===== config.mk =====
export PLATFORM = sky130hd
export DESIGN_NAME = mc_control_fsm
export DESIGN_NICKNAME = d
export VERILOG_FILES = /design/src/rtl/mc_control_fsm.sv
export SDC_FILE = /design/constraint.sdc
export NUM_CORES = 1
export LEC_CHECK = 0
export ABC_CLOCK_PERIOD_IN_PS = 1950
export BUFFER_PORTS_ARGS = -buffer_cell sky130_fd_sc_hd__buf_2
export CAP_MARGIN = 40
export CORE_AREA = 2 2 75 77
export CTS_CLUSTER_SIZE = 28
export DETAILED_ROUTE_END_ITERATION = 16
export DIE_AREA = 0 0 77 79
export PLACE_DENSITY = 0.74
export SLEW_MARGIN = 40
export SYNTH_ARGS = -nofsm -noshare
export SYNTH_HDL_FRONTEND = slang
export SYNTH_SLANG_ARGS = --single-unit

===== constraint.sdc =====
create_clock -name clk -period 1.95 [get_ports clk]
set_input_delay 0.0975 -clock clk [delete_from_list [all_inputs] [get_ports clk]]
set_output_delay 0.0975 -clock clk [all_outputs]
set_load 0.05 [all_outputs]

===== src/rtl/mc_control_fsm.sv =====
// Multi-cycle RV32I main control: fetch/decode/exec/mem/wb sequencing, mux selects, write enables.
// Strobes are decoded from state and the opcode latched in DECODE; memory steps stall until mem_ack.
module mc_control_fsm #(
    parameter int CNT_W            = 32,
    parameter bit RESET_STATE_IDLE = 1'b1
) (
    input  logic             clk,
    input  logic             rst,
    input  logic             run,
    input  logic [6:0]       opcode,
    input  logic             br_taken,
    input  logic             mem_ack,
    output logic             mem_req,
    output logic             mem_we,
    output logic             ir_write,
    output logic             pc_write,
    output logic             pc_src,
    output logic             alu_src_a,
    output logic [1:0]       alu_src_b,
    output logic [1:0]       alu_op,
    output logic [2:0]       imm_sel,
    output logic             reg_write,
    output logic [1:0]       wb_sel,
    output logic             retire,
    output logic [CNT_W-1:0] instret,
    output logic             trap,
    output logic [2:0]       state_o
);

    typedef enum logic [2:0] {
        S_IDLE   = 3'd0,
        S_FETCH  = 3'd1,
        S_DECODE = 3'd2,
        S_EXEC   = 3'd3,
        S_MEM    = 3'd4,
        S_WB     = 3'd5,
        S_TRAP   = 3'd6
    } state_t;

    localparam logic [6:0] OP_R     = 7'b0110011;
    localparam logic [6:0] OP_I     = 7'b0010011;
    localparam logic [6:0] OP_LOAD  = 7'b0000011;
    localparam logic [6:0] OP_STORE = 7'b0100011;
    localparam logic [6:0] OP_BR    = 7'b1100011;
    localparam logic [6:0] OP_JAL   = 7'b1101111;
    localparam logic [6:0] OP_JALR  = 7'b1100111;
    localparam logic [6:0] OP_LUI   = 7'b0110111;

    state_t           state;
    state_t           state_nxt;
    state_t           retire_nxt;
    logic [6:0]       op_q;
    logic [CNT_W-1:0] instret_q;

    always_ff @(posedge clk) begin
        if (rst) begin
            state     <= RESET_STATE_IDLE ? S_IDLE : S_FETCH;
            op_q      <= 7'd0;
            instret_q <= '0;
        end else begin
            state <= state_nxt;
            if (state == S_DECODE) begin
                op_q <= opcode;
            end
            if (retire) begin
                instret_q <= instret_q + CNT_W'(1);
            end
        end
    end

    assign instret = instret_q;
    assign trap    = (state == S_TRAP);
    assign state_o = state;

    always_comb begin
        state_nxt  = state;
        retire_nxt = run ? S_FETCH : S_IDLE;
        mem_req    = 1'b0;
        mem_we     = 1'b0;
        ir_write   = 1'b0;
        pc_write   = 1'b0;
        pc_src     = 1'b0;
        alu_src_a  = 1'b0;
        alu_src_b  = 2'b00;
        alu_op     = 2'b00;
        imm_sel    = 3'd0;
        reg_write  = 1'b0;
        wb_sel     = 2'b00;
        retire     = 1'b0;

        case (state)
            S_IDLE: begin
                if (run) begin
                    state_nxt = S_FETCH;
                end
            end
            S_FETCH: begin
                mem_req = 1'b1;
                if (mem_ack) begin
                    // PC advances by 4 through the ALU while IR captures the fetched word
                    ir_write  = 1'b1;
                    pc_write  = 1'b1;
                    alu_src_a = 1'b1;
                    alu_src_b = 2'b10;
                    state_nxt = S_DECODE;
                end
            end
            S_DECODE: begin
                alu_src_a = 1'b1;
                alu_src_b = 2'b01;
                imm_sel   = 3'd2;
                case (opcode)
                    OP_R, OP_I, OP_LOAD, OP_STORE, OP_BR, OP_JAL, OP_JALR:
                        state_nxt = S_EXEC;
                    OP_LUI:  state_nxt = S_WB;
                    default: state_nxt = S_TRAP;
                endcase
            end
            S_EXEC: begin
                case (op_q)
                    OP_R: begin
                        alu_op    = 2'b10;
                        state_nxt = S_WB;
                    end
                    OP_I: begin
                        alu_src_b = 2'b01;
                        alu_op    = 2'b10;
                        state_nxt = S_WB;
                    end
                    OP_LOAD: begin
                        alu_src_b = 2'b01;
                        state_nxt = S_MEM;
                    end
                    OP_STORE: begin
                        alu_src_b = 2'b01;
                        imm_sel   = 3'd1;
                        state_nxt = S_MEM;
                    end
                    OP_BR: begin
                        alu_op    = 2'b01;
                        pc_write  = br_taken;
                        pc_src    = 1'b1;
                        retire    = 1'b1;
                        state_nxt = retire_nxt;
                    end
                    OP_JAL: begin
                        alu_src_a = 1'b1;
                        alu_src_b = 2'b01;
                        imm_sel   = 3'd4;
                        pc_write  = 1'b1;
                        pc_src    = 1'b1;
                        state_nxt = S_WB;
                    end
                    OP_JALR: begin
                        alu_src_b = 2'b01;
                        pc_write  = 1'b1;
                        pc_src    = 1'b1;
                        state_nxt = S_WB;
                    end
                    default: state_nxt = S_TRAP;
                endcase
            end
            S_MEM: begin
                mem_req = 1'b1;
                mem_we  = (op_q == OP_STORE);
                if (mem_ack) begin
                    if (op_q == OP_LOAD) begin
                        state_nxt = S_WB;
                    end else begin
                        retire    = 1'b1;
                        state_nxt = retire_nxt;
                    end
                end
            end
            S_WB: begin
                reg_write = 1'b1;
                retire    = 1'b1;
                state_nxt = retire_nxt;
                case (op_q)
                    OP_LOAD:          wb_sel = 2'b01;
                    OP_JAL, OP_JALR:  wb_sel = 2'b10;
                    OP_LUI: begin
                        alu_src_b = 2'b01;
                        imm_sel   = 3'd3;
                        alu_op    = 2'b11;
                    end
                    default:          wb_sel = 2'b00;
                endcase
            end
            S_TRAP: begin
                state_nxt = S_TRAP;
            end
            default: state_nxt = S_IDLE;
        endcase
    end

endmodule


## Word level (Yosys, flattened, before mapping)

Index checks and enable logic that the tools add are counted.

| word-level totals | value |
|---|---|
| register bits | 42 |
| latch bits | 0 |
| bits in writable memories | 0 |
| bits in read-only memories | 0 |
| input bits | 12 |
| output and inout port bits | 53 |
| word-level logic and storage cells | 74 |
| memories kept | 0 |

| operators by class | value |
|---|---|
| add/sub/neg operators | 1 |
| multipliers | 0 |
| div/mod/pow operators | 0 |
| magnitude comparators | 0 |
| equality and inequality tests | 25 |
| shift-type cells | 0 |
| muxes and demuxes | 35 |
| bitwise logic cells | 0 |
| reductions and logical operators | 10 |

Operator list:

| operator | count |
|---|---|
| $eq 7x6->1 const B | 6 |
| $eq 7x7->1 const B | 6 |
| $add 32x1->32 const B | 1 |
| $pmux 3 s7 | 1 |
| $pmux 3 s3 | 2 |
| $eq 7x2->1 const B | 2 |
| $eq 7x5->1 const B | 2 |
| $mux 1 | 14 |
| $mux 3 | 4 |
| $pmux 2 s2 | 3 |
| $pmux 3 s2 | 2 |
| $eq 3x3->1 const B | 3 |
| $mux 2 | 4 |
| $pmux 2 s4 | 1 |
| $reduce_or 2->1 | 4 |
| $reduce_or 7->1 | 1 |
| $eq 3x2->1 const B | 2 |
| $ne 2x2->1 const B | 3 |
| $pmux 1 s3 | 2 |
| $reduce_or 5->1 | 1 |
| $pmux 1 s2 | 2 |
| $reduce_or 4->1 | 1 |
| $eq 3x1->1 const B | 1 |
| $logic_not 3->1 | 1 |
| other kinds (2) | 2 |

## Longest topological paths before layout

| depth | value |
|---|---|
| depth after elaboration | 4 |
| mapped depth | 9 |
| gate-level depth less buffers | 5 |

## Worst setup path after synthesis

Ideal clock, no wire load.

| timing path | value |
|---|---|
| kind | register to output |
| start point | register state[0], in the netlist state_o[0] |
| end point | output alu_src_a |
| arrival time | 3.231 ns |
| required time | 1.852 ns |
| slack | -1.378 ns |
| cell stages (with the launch flop) | 5 |
| buffers on the path | 1 |
| cells stage by stage | dfxtp_1 buf_2 nand3b_1 nor4_1 or3_1 |

| on the way | value |
|---|---|
| word-level cells in the longest chain between the ends | 2 |

Ends and longest elaborated chain:

| element | line | source |
|---|---|---|
| start: declaration | 49 | `state_t state;` |
| start signal: assignment | 57 | `state <= RESET_STATE_IDLE ? S_IDLE : S_FETCH;` |
| start signal: assignment | 61 | `state <= state_nxt;` |
| $eq 3x2->1 / $eq 3x1->1 (equally long branches) | 91 | `case (state)` |
| $pmux 1 s3 * | 91 |  |
| end: declaration | 18 | `output logic alu_src_a,` |

Every way passes the cells marked *; elsewhere a longest branch is shown, timed or not.

## Worst setup path in the final report

| timing path | value |
|---|---|
| start point | register state[2], in the netlist state_o[2] |
| end point | register instret_q[22], in the netlist instret[22] |

| on the way | value |
|---|---|
| word-level cells in the longest chain between the ends | 2 |

Ends and longest elaborated chain:

| element | line | source |
|---|---|---|
| $eq 3x3->1 / $eq 3x2->1 (equally long branches) | 91 |  |
| $pmux 1 s3 * | 91 |  |
| end signal: assignment | 66 | `instret_q <= instret_q + CNT_W'(1);` |
| end: declaration | 53 | `logic [CNT_W-1:0] instret_q;` |

Marked as above.
A chain may end at the register's enable or synchronous reset.

==> flow_summary.yaml <==
yosys:
  synth.net_count: 321
  syn_avg_cell_area_um2: 7.820
  yosysMostFrequentCell: "dfxtp_1"
  synthTopCellsByArea: "dfxtp_1, nor2_1, a21oi_1"
  synth_edf_count: 0
  yosysWarnings: 0
  syn_inst: 308
  ys_ff_latch: 42
  synth.distinct_cells: 49
  syn_area_um2: 2409
  synth_common_cells: "dfxtp_1, nor2_1, nand2_1"
  yosysTopAreaCell: "dfxtp_1"
  ys_async_sr_fraction_pct: 0
  yosysTopAreaCellShare_pct: 34.91
  seq_area_frac_synth_pct: 34.91
  synth_top_flop_cell: "dfxtp_1"
setup_path:
  cp_top_family: "simple AND/OR/NAND/NOR gates"
  cp_max_fo: 10
  critical_path_arrival_ns: 2.17
  worstSetupStartpointType: "flop"
  critical_path.max_stage_delay_ns: 0.50
  critPathRequiredTime_ns: 2.18
  crit_type: "flop to flop"
  slowest_stage: "or4_1"
  crit_buf_inv: 1
  end_kind: "flop"
  cp_cell_sequence: "nand3b_1 > nor4_4 > o21ai_1 > buf_6 > or4_1 > a21oi_1"
timing:
  period_minus_slack_ns: 1.941
  hold_viol_final: 0
  worst_slack_ns: 0.009481
  worstMarginPinSlew_ns: 0.6805
  setup_violations: 0
  fin_worst_skew_ns: 0.01359
  rsz0062_at_grt: "yes"
  fin_crit_sh_pct: 99.51
  fmax_mhz: 515.3
  relSlewSlack_pct: 54.63
  slew_violations: 0
  holdWs_ns: 0.08138
floorplan:
  core-area_um2: 5338
  rows: 27
  ios: 65
  floorplan.initialDensity_pct: 45.12
  die_w_um: 77
  die-area_um2: 6083
  die_h_um: 79
drt:
  drt-total-wl_mm: 6.804
  dr.pass1.iters: 5
  dr.max_layer_used: "met4"
  m1WireLength_mm: 3.115
  drc_errors: 0
  wire_per_inst_um: 14.38
  drtAntennaViolNets: 0
  vias: 2671
  dr_wl_met3_um: 459
  route.met2.wl_mm: 3.150
  first_iter_violations: 255
  viasPerCell: 5.647
clock_network:
  path_clk_slew_ns: 0.09
  htreeDepth: 2
  clkLatencyLatePin_ns: 0.30
  root_buffer: "clkbuf_8"
  hold_buffers: 0
  numCtsBuffers: 5
  cts_sinks: 42
  cts_tree: "built"
  cts.path.max_buffers: 2
grt:
  antenna_found_initial: 0
  grt_pass1_vias: 2392
  grt_pass1_wl_mm: 11.06
  grt_max_degree: 37
  track_usage_pct: 21.78
  grt.overflow.total: 0
finish:
  antennaDiodeCount: 0
  synthToLayoutAreaGrowth_pct: 40.36
  final_cell_area_um2: 3381
  finish.net_count: 413
  instances_no_fill: 473
  drive_above_1_share_pct: 41.90
pwr:
  ir_drop_v: 0.0004658
  p_per_area_nw_per_um2: 565.0
  power_leakage_nw: 1.370
place:
  gp_congestion: 0.8855
  place_ws_ns: 0.009110
  placed_cell_area_um2: 3065
  dpl.hpwl_mm: 4.813
  post-place-cells: 459
  io_buffers: 64
min_path:
  hold_class: "primary input to flop"
outcome:
  status: "finished, final reports clean"
flow_run:
  cap_violations: 0
[final timing paths]
kind / slack [ns] / endpoint / from / cells after the start
setup / recovery: 0.009 / instret[22] / state_o[2] / 6
hold / removal: 0.08 / op_q[0] / opcode[0] / 3
setup reg to reg: 0.009 / instret[22] / state_o[2] / 6
hold reg to reg: 0.50 / instret[1] / instret[1] / 2
[area by class of cell]
cell class              count  area (µm²)
clock inverters             2       37.54
multi-input cells         242        1642
flip-flops and latches     42       868.3
fillers                   491        1957
inverters                   8       30.03
repair buffers            101       640.6
clock buffers               6       72.57
well taps                  72       90.09
[tightest hold or removal path, stage by stage]
cell	delay (ns)
buf_2	0.09
mux2i_1	0.06
nor2_1	0.09
[what timing repair did]
action / CTS / global route
buffers inserted: 0 / 6
gates resized for setup: 13 / 33
setup endpoints to repair: 7 / 28
pin swaps: 4 / 11
[layer usage]
metal | up-vias | GRT usage [%]
met2 | 89 | 34.91
met5 | - | 0
met4 | 0 | 5.893
met3 | 7 | 4.432
met1 | 1262 | 29.99
li1 | 1313 | -
[logic make-up (layout without fill, tap and decap cells)]
logic type,Yosys count,in the layout,synth area share (%)
DFF,42,42,34.91
xor gates and xnor gates,10,10,3.637
buffers and inverters,24,117,4.156
and+or+nand+nor,148,148,33.35
adders and majority gates,1,1,0.5194
muxes,8,8,3.481
AOI/OAI and AO/OA,75,75,19.95
[flip-flops by register name, summed over array words and instances (netlist names)]
name and cells:
op_q 7, state_o 3, instret 32
[power breakdown]
part           internal (mW)  switching, mW  total, mW
Combinational          0.113          0.225      0.338
Sequential             0.873         0.0178      0.891
Clock                  0.382          0.299      0.681
Total                   1.37          0.542       1.91
[per-stage QoR]
step           setup TNS, ns  power [mW]  utilization (%)
6_report                   0       1.910            63.34
5_1_grt              -0.8988       1.988            63.34
4_1_cts             -0.05413       1.914            60.41
3_5_place_dp               0       1.227            57.43
3_3_place_gp               0       1.222            57.43
2_1_floorplan        -0.9142       1.149                -
[cell usage in the layout, fill, tap and decap left out, types with 3 or more instances in the layout]
master / synthesis / routed
dfxtp_2: 0 / 19
or4_1: 10 / 8
xnor2_1: 3 / 3
nand3_1: 12 / 11
inv_1: 8 / 7
nor4_4: 1 / 3
and3_1: 3 / 3
o21ai_0: 15 / 14
nor3_1: 15 / 9
buf_4: 1 / 37
buf_6: 0 / 6
nor2b_1: 6 / 5
buf_2: 5 / 56
mux2_2: 3 / 3
a21oi_1: 24 / 20
dfxtp_1: 42 / 22
or3_1: 10 / 7
mux2i_1: 5 / 5
clkbuf_8: 0 / 5
nand2b_1: 6 / 5
o31ai_1: 10 / 8
nor2_1: 35 / 33
nor3_2: 1 / 6
o2111ai_1: 4 / 4
o211ai_1: 3 / 3
o31a_1: 3 / 3
nand4_1: 7 / 7
nand2_1: 25 / 23
a21oi_2: 0 / 4
nand3b_1: 5 / 5
xor2_1: 7 / 7
or3_4: 0 / 3
No activity file was read; power rests on OpenSTA's default activity.
